[src/rtl/exe_wb_pipe_pkg.sv]
// Shared definitions for the execute/writeback slice of the 3-stage RV32I core:
// opcodes, the canonical NOP, the writeback source encoding and the load-stall states.
package pipe_pkg;

  localparam logic [6:0] OP_LOAD   = 7'b0000011;
  localparam logic [6:0] OP_STORE  = 7'b0100011;
  localparam logic [6:0] OP_BRANCH = 7'b1100011;
  localparam logic [6:0] OP_JAL    = 7'b1101111;
  localparam logic [6:0] OP_LUI    = 7'b0110111;

  localparam logic [31:0] NOP_INSN = 32'h00000013;

  typedef enum logic [1:0] {
    WB_ALU = 2'd0,
    WB_MEM = 2'd1,
    WB_PC4 = 2'd2,
    WB_IMM = 2'd3
  } wb_sel_e;

  typedef enum logic {
    RUN       = 1'b0,
    LOAD_WAIT = 1'b1
  } state_e;

endpackage

[src/rtl/exe_wb_pipe_load_stall_fsm.sv]
// Load-stall controller: keeps a load in writeback for LOAD_WAIT_CYCLES extra
// cycles, stalls the front end meanwhile and masks the register-write enable.
module load_stall_fsm
  import pipe_pkg::*;
#(
  parameter int LOAD_WAIT_CYCLES = 1
) (
  input  logic clk,
  input  logic rst_n,
  input  logic i_rd_en,
  input  logic i_reg_wr_q,
  output logic o_stall,
  output logic o_reg_wr
);

  // The wait counter is 2 bits wide, so at most 3 extra load cycles are supported.
  localparam logic [1:0] WAIT_INIT = 2'(LOAD_WAIT_CYCLES);

  state_e     r_state;
  state_e     w_next_state;
  logic [1:0] r_cnt;
  logic [1:0] w_next_cnt;

  always_ff @(posedge clk) begin
    if (!rst_n) begin
      r_state <= RUN;
      r_cnt   <= 2'd0;
    end else begin
      r_state <= w_next_state;
      r_cnt   <= w_next_cnt;
    end
  end

  always_comb begin
    w_next_state = r_state;
    w_next_cnt   = r_cnt;
    case (r_state)
      RUN: begin
        if (i_rd_en && (LOAD_WAIT_CYCLES > 0)) begin
          w_next_state = LOAD_WAIT;
          w_next_cnt   = WAIT_INIT;
        end
      end
      LOAD_WAIT: begin
        w_next_cnt = r_cnt - 2'd1;
        if (r_cnt == 2'd1) begin
          w_next_state = RUN;
        end
      end
      default: begin
        w_next_state = RUN;
        w_next_cnt   = 2'd0;
      end
    endcase
  end

  assign o_stall  = (r_state == LOAD_WAIT);
  assign o_reg_wr = i_reg_wr_q && (r_state == RUN);

endmodule

[src/rtl/exe_wb_pipe.sv]
// Execute-to-writeback pipeline register with load stall and branch flush control.
// Define EXE_WB_PERF_CNT_EN to add the stall_count/flush_count performance counters.
module exe_wb_pipe
  import pipe_pkg::*;
#(
  parameter int LOAD_WAIT_CYCLES = 1
) (
  input  logic        clk,
  input  logic        rst_n,
  input  logic [31:0] instruction_execute,
  input  logic [31:0] pc_execute,
  input  logic [31:0] alu_result_execute,
  input  logic [31:0] rdata2_execute,
  input  logic        reg_wr_execute,
  input  logic        rd_en_execute,
  input  logic        wr_en_execute,
  input  logic [1:0]  wb_sel_execute,
  input  logic        br_taken,
  output logic [31:0] instruction_wback,
  output logic [31:0] pc_wback,
  output logic [31:0] alu_result_wback,
  output logic [31:0] rdata2_wback,
  output logic        reg_wr_wback,
  output logic        rd_en_wback,
  output logic        wr_en_wback,
  output logic [1:0]  wb_sel_wback,
  output logic        stall_front,
  output logic        flush_front
`ifdef EXE_WB_PERF_CNT_EN
  ,
  output logic [31:0] stall_count,
  output logic [31:0] flush_count
`endif
);

  logic [31:0] r_instruction;
  logic [31:0] r_pc;
  logic [31:0] r_alu_result;
  logic [31:0] r_rdata2;
  logic        r_reg_wr;
  logic        r_rd_en;
  logic        r_wr_en;
  logic [1:0]  r_wb_sel;
  logic        w_stall;
  logic        w_reg_wr;

  load_stall_fsm #(
    .LOAD_WAIT_CYCLES(LOAD_WAIT_CYCLES)
  ) u_load_stall_fsm (
    .clk       (clk),
    .rst_n     (rst_n),
    .i_rd_en   (rd_en_execute),
    .i_reg_wr_q(r_reg_wr),
    .o_stall   (w_stall),
    .o_reg_wr  (w_reg_wr)
  );

  // While a load waits the registers hold; the store enable is dropped so it
  // can only ever be seen on the first writeback cycle.
  always_ff @(posedge clk) begin
    if (!rst_n) begin
      r_instruction <= NOP_INSN;
      r_pc          <= 32'd0;
      r_alu_result  <= 32'd0;
      r_rdata2      <= 32'd0;
      r_reg_wr      <= 1'b0;
      r_rd_en       <= 1'b0;
      r_wr_en       <= 1'b0;
      r_wb_sel      <= 2'd0;
    end else if (!w_stall) begin
      r_instruction <= instruction_execute;
      r_pc          <= pc_execute;
      r_alu_result  <= alu_result_execute;
      r_rdata2      <= rdata2_execute;
      r_reg_wr      <= reg_wr_execute;
      r_rd_en       <= rd_en_execute;
      r_wr_en       <= wr_en_execute;
      r_wb_sel      <= wb_sel_execute;
    end else begin
      r_wr_en       <= 1'b0;
    end
  end

  assign instruction_wback = r_instruction;
  assign pc_wback          = r_pc;
  assign alu_result_wback  = r_alu_result;
  assign rdata2_wback      = r_rdata2;
  assign reg_wr_wback      = w_reg_wr;
  assign rd_en_wback       = r_rd_en;
  assign wr_en_wback       = r_wr_en;
  assign wb_sel_wback      = r_wb_sel;
  assign stall_front       = w_stall;
  // Gated by reset so no redirect leaks out while the core is held in reset.
  assign flush_front       = br_taken && !w_stall && rst_n;

`ifdef EXE_WB_PERF_CNT_EN
  logic [31:0] r_stall_count;
  logic [31:0] r_flush_count;

  always_ff @(posedge clk) begin
    if (!rst_n) begin
      r_stall_count <= 32'd0;
      r_flush_count <= 32'd0;
    end else begin
      if (stall_front) r_stall_count <= r_stall_count + 32'd1;
      if (flush_front) r_flush_count <= r_flush_count + 32'd1;
    end
  end

  assign stall_count = r_stall_count;
  assign flush_count = r_flush_count;
`endif

endmodule
[config.mk]
export PLATFORM = sky130hd
export DESIGN_NAME = exe_wb_pipe
export DESIGN_NICKNAME = d
export VERILOG_FILES = /design/src/rtl/exe_wb_pipe_pkg.sv /design/src/rtl/exe_wb_pipe_load_stall_fsm.sv /design/src/rtl/exe_wb_pipe.sv
export SDC_FILE = /design/constraint.sdc
export NUM_CORES = 1
export LEC_CHECK = 0
export CELL_PAD_IN_SITES_DETAIL_PLACEMENT = 0
export CELL_PAD_IN_SITES_GLOBAL_PLACEMENT = 1
export CORE_AREA = 2 2 135 137
export CTS_CLUSTER_SIZE = 24
export DETAILED_ROUTE_END_ITERATION = 12
export DIE_AREA = 0 0 137 139
export PLACE_DENSITY_LB_ADDON = 0.1
export SLEW_MARGIN = 20
export SYNTH_ARGS = -nofsm -noshare
export SYNTH_HDL_FRONTEND = slang
export SYNTH_HIERARCHICAL = 1
export SYNTH_SLANG_ARGS = --single-unit
[constraint.sdc]
create_clock -name clk -period 3.1 [get_ports clk]
set_input_delay 0.93 -clock clk [delete_from_list [all_inputs] [get_ports clk]]
set_output_delay 0.93 -clock clk [all_outputs]
set_load 0.03 [all_outputs]
==> reports/results.ini <==
[synthesis]
syn_area_um2=5150
synth_nets=579
synth_seq_cells=136
yosys.cell_types.count=20
avgSynthCellArea_um2=11.7
synth_cells=442
yosysWarnings=6
synth_seq_area_share_pct=52.8

[worst_setup_path]
cp-end-kind=output port
start_kind=primary input
cp_slowest_cell=clkdlybuf4s50_1
worstPathArrival_ps=1720
path_buf_inv=2
worstPathCellList=clkdlybuf4s50_1 > and3b_1 > buf_4
cp_data_required_time_ps=2170
critical_path_peak_fanout=1
cp_top_family=buffers and inverters
crit_path_max_incr_delay_ps=460
crit_type=primary input to output port

[clocking]
cts_resized=0
cts_tree=yes
htreeDepth=4
path_clk_slew_ps=50
cts_root_buffer=clkbuf_16
hold_buffers=0
post_cts_buffers=0
numClockSinks=136
clock_latency_ps=410
numCtsBuffers=17
clockBufferDepth=2

[cells_and_area]
fill_cells=1647
drive_above_1_share_pct=5.15
final_nets=843
area_delta_synth_final_pct=65.7
layout.cells.non_filler=948

[place]
place_ws_ps=458
post-place-cells=916
hpwl_um=9820
port_buffers=270
finalWeightedCongestion=0.730

[sta]
tns_ps=0
setup_viol=0
post-route-period-util_pct=85.4
relSlewSlack_pct=52.6
fmax_ghz=0.378
finalMaxSlewViolations=0
clock_skew_ps=6.92
hold_violations=0
rsz0062_at_grt=false
worstMarginPinSlew_ps=711
min_period_ps=2650
layout_setup_ws_ps=451

[global_routing]
grt_pass1_vias=4074
grtUsageTotal_pct=14.4
grt_pass1_wl_um=21300
antenna_found_initial=1
globalRoute.totalOverflow=0
grt_max_degree=104

[drt]
drt_drc_violations_left=0
drtAntennaViolNets=0
drtIter0Drc=128
dr.pass1.iters=4
vias=3953
via_per_inst=4.17
wl_um=13900
wl_per_cell_um=14.6

[power]
power_frac_clock_pct=38.5
ir_drop_v=0.000344
power_mw=4.85
p_sw_share_pct=26.8
p_int_mw=3.55
p_leak_nw=3.24
power.switching_mw=1.30
comb_power_share_pct=21.4
power_density_nw_per_um2=568
seqPwrFrac_pct=40.2

[flow_run]
maxCapViolCount=0

[die]
rows=49
die_area_um2=19000
die_y_um=139
die_w_um=137
initial_core_util_pct=29.2
io_pins=271
core_area_um2=17700

[hold_path]
min_path_type=flop to flop

[outcome]
status=completed

worst register-to-register path: stages, from the launching register on:
cell and delay (ps):
dfxtp_4 390, buf_12 550, buf_4 680, mux2i_1 300, nor2b_1 60
synth_stat cells:
cell | count | share of area, %
dfxtp_1 | 136 | 53
mux2i_1 | 132 | 26
nor2b_1 | 129 | 16
clkbuf_1 | 12 | 0.87
buf_4 | 8 | 1.2
buf_6 | 6 | 1.3
nand2_1 | 3 | 0.22
and3b_1 | 2 | 0.34
buf_2 | 2 | 0.19
inv_1 | 2 | 0.15
a211oi_1 | 1 | 0.15
a21oi_2 | 1 | 0.17
and2b_1 | 1 | 0.15
buf_8 | 1 | 0.29
ha_1 | 1 | 0.24
nand2b_1 | 1 | 0.12
nand3_1 | 1 | 0.097
nor3_1 | 1 | 0.097
o41ai_1 | 1 | 0.17
or2b_1 | 1 | 0.15
per-layer routing:
layer | global-route usage, % | wire length [um]
met1 | 16.4 | 5730
met2 | 23.5 | 6410
met4 | 5.75 | 204
met3 | 6.43 | 1510
met5 | 0 | 0
flip-flops by register name, summed over array words and instances (netlist names):
register                  count
rdata2_wback                 32
instruction_wback            32
wb_sel_wback                  2
r_reg_wr                      1
u_load_stall_fsm/o_stall      1
u_load_stall_fsm/r_cnt        2
wr_en_wback                   1
pc_wback                     32
rd_en_wback                   1
alu_result_wback             32
stage by stage:
step	hold WS [ps]	utilization (%)	instance area [um^2]
floorplan	446	-	5150
global placement	458	45.2	7980
detailed placement	467	45.2	7980
CTS	479	48.4	8540
global route	504	48.4	8540
finish	474	48.4	8540
cell type report:
type | instances | area [um^2] | area share, %
Clock inverter | 6 | 38.8 | 0.454
Multi-Input combinational cell | 275 | 2230 | 26.1
Clock buffer | 25 | 515 | 6.04
Tap cell | 229 | 287 | 3.35
Timing Repair Buffer | 274 | 2740 | 32.1
Antenna cell | 1 | 2.50 | 0.0293
Inverter | 2 | 7.51 | 0.0879
Sequential cell | 136 | 2730 | 31.9
cell families (layout without fill, tap and decap cells):
logic type               after synthesis  in the layout  share of synthesized area [%]
adder cells (fa/ha/maj)                1              1                          0.243
buffers and inverters                 31            307                           3.98
flip-flops                           136            136                           52.8
AND/OR/NAND/NOR                      139            139                           16.8
multiplexers                         132            132                           25.6
other                                  0              1                              0
AO/OA/AOI/OAI                          3              3                          0.486
placed cells by master (no fill, tap or decap), drive strengths merged, types with 2 or more instances in the layout:
master,count
and3b,2
buf,6
clkbuf,25
clkdlybuf4s50,268
clkinv,2
clkinvlp,3
dfxtp,136
inv,3
mux2i,132
nand2,3
nor2b,129
final timing paths:
kind                             start                        end  slack, ps  depth (start not counted)
max                           br_taken                flush_front        450                          3
min          u_load_stall_fsm/r_cnt[1]  u_load_stall_fsm/r_cnt[1]        470                          2
max reg2reg   u_load_stall_fsm/o_stall               pc_wback[21]       1030                          4
min reg2reg  u_load_stall_fsm/r_cnt[1]  u_load_stall_fsm/r_cnt[1]        470                          2
power by group through the flow:
stage | Combinational [mW] | Clock [mW] | Sequential [mW]
after detailed placement | 1.05 | 0 | 1.99
after global placement | 1.04 | 0 | 1.98
after global routing | 1.10 | 2.01 | 1.97
after CTS | 1.05 | 1.94 | 1.95
after floorplan | 0.325 | 0 | 2.23
final | 1.04 | 1.87 | 1.95
Power figures use the tool's default switching activity.
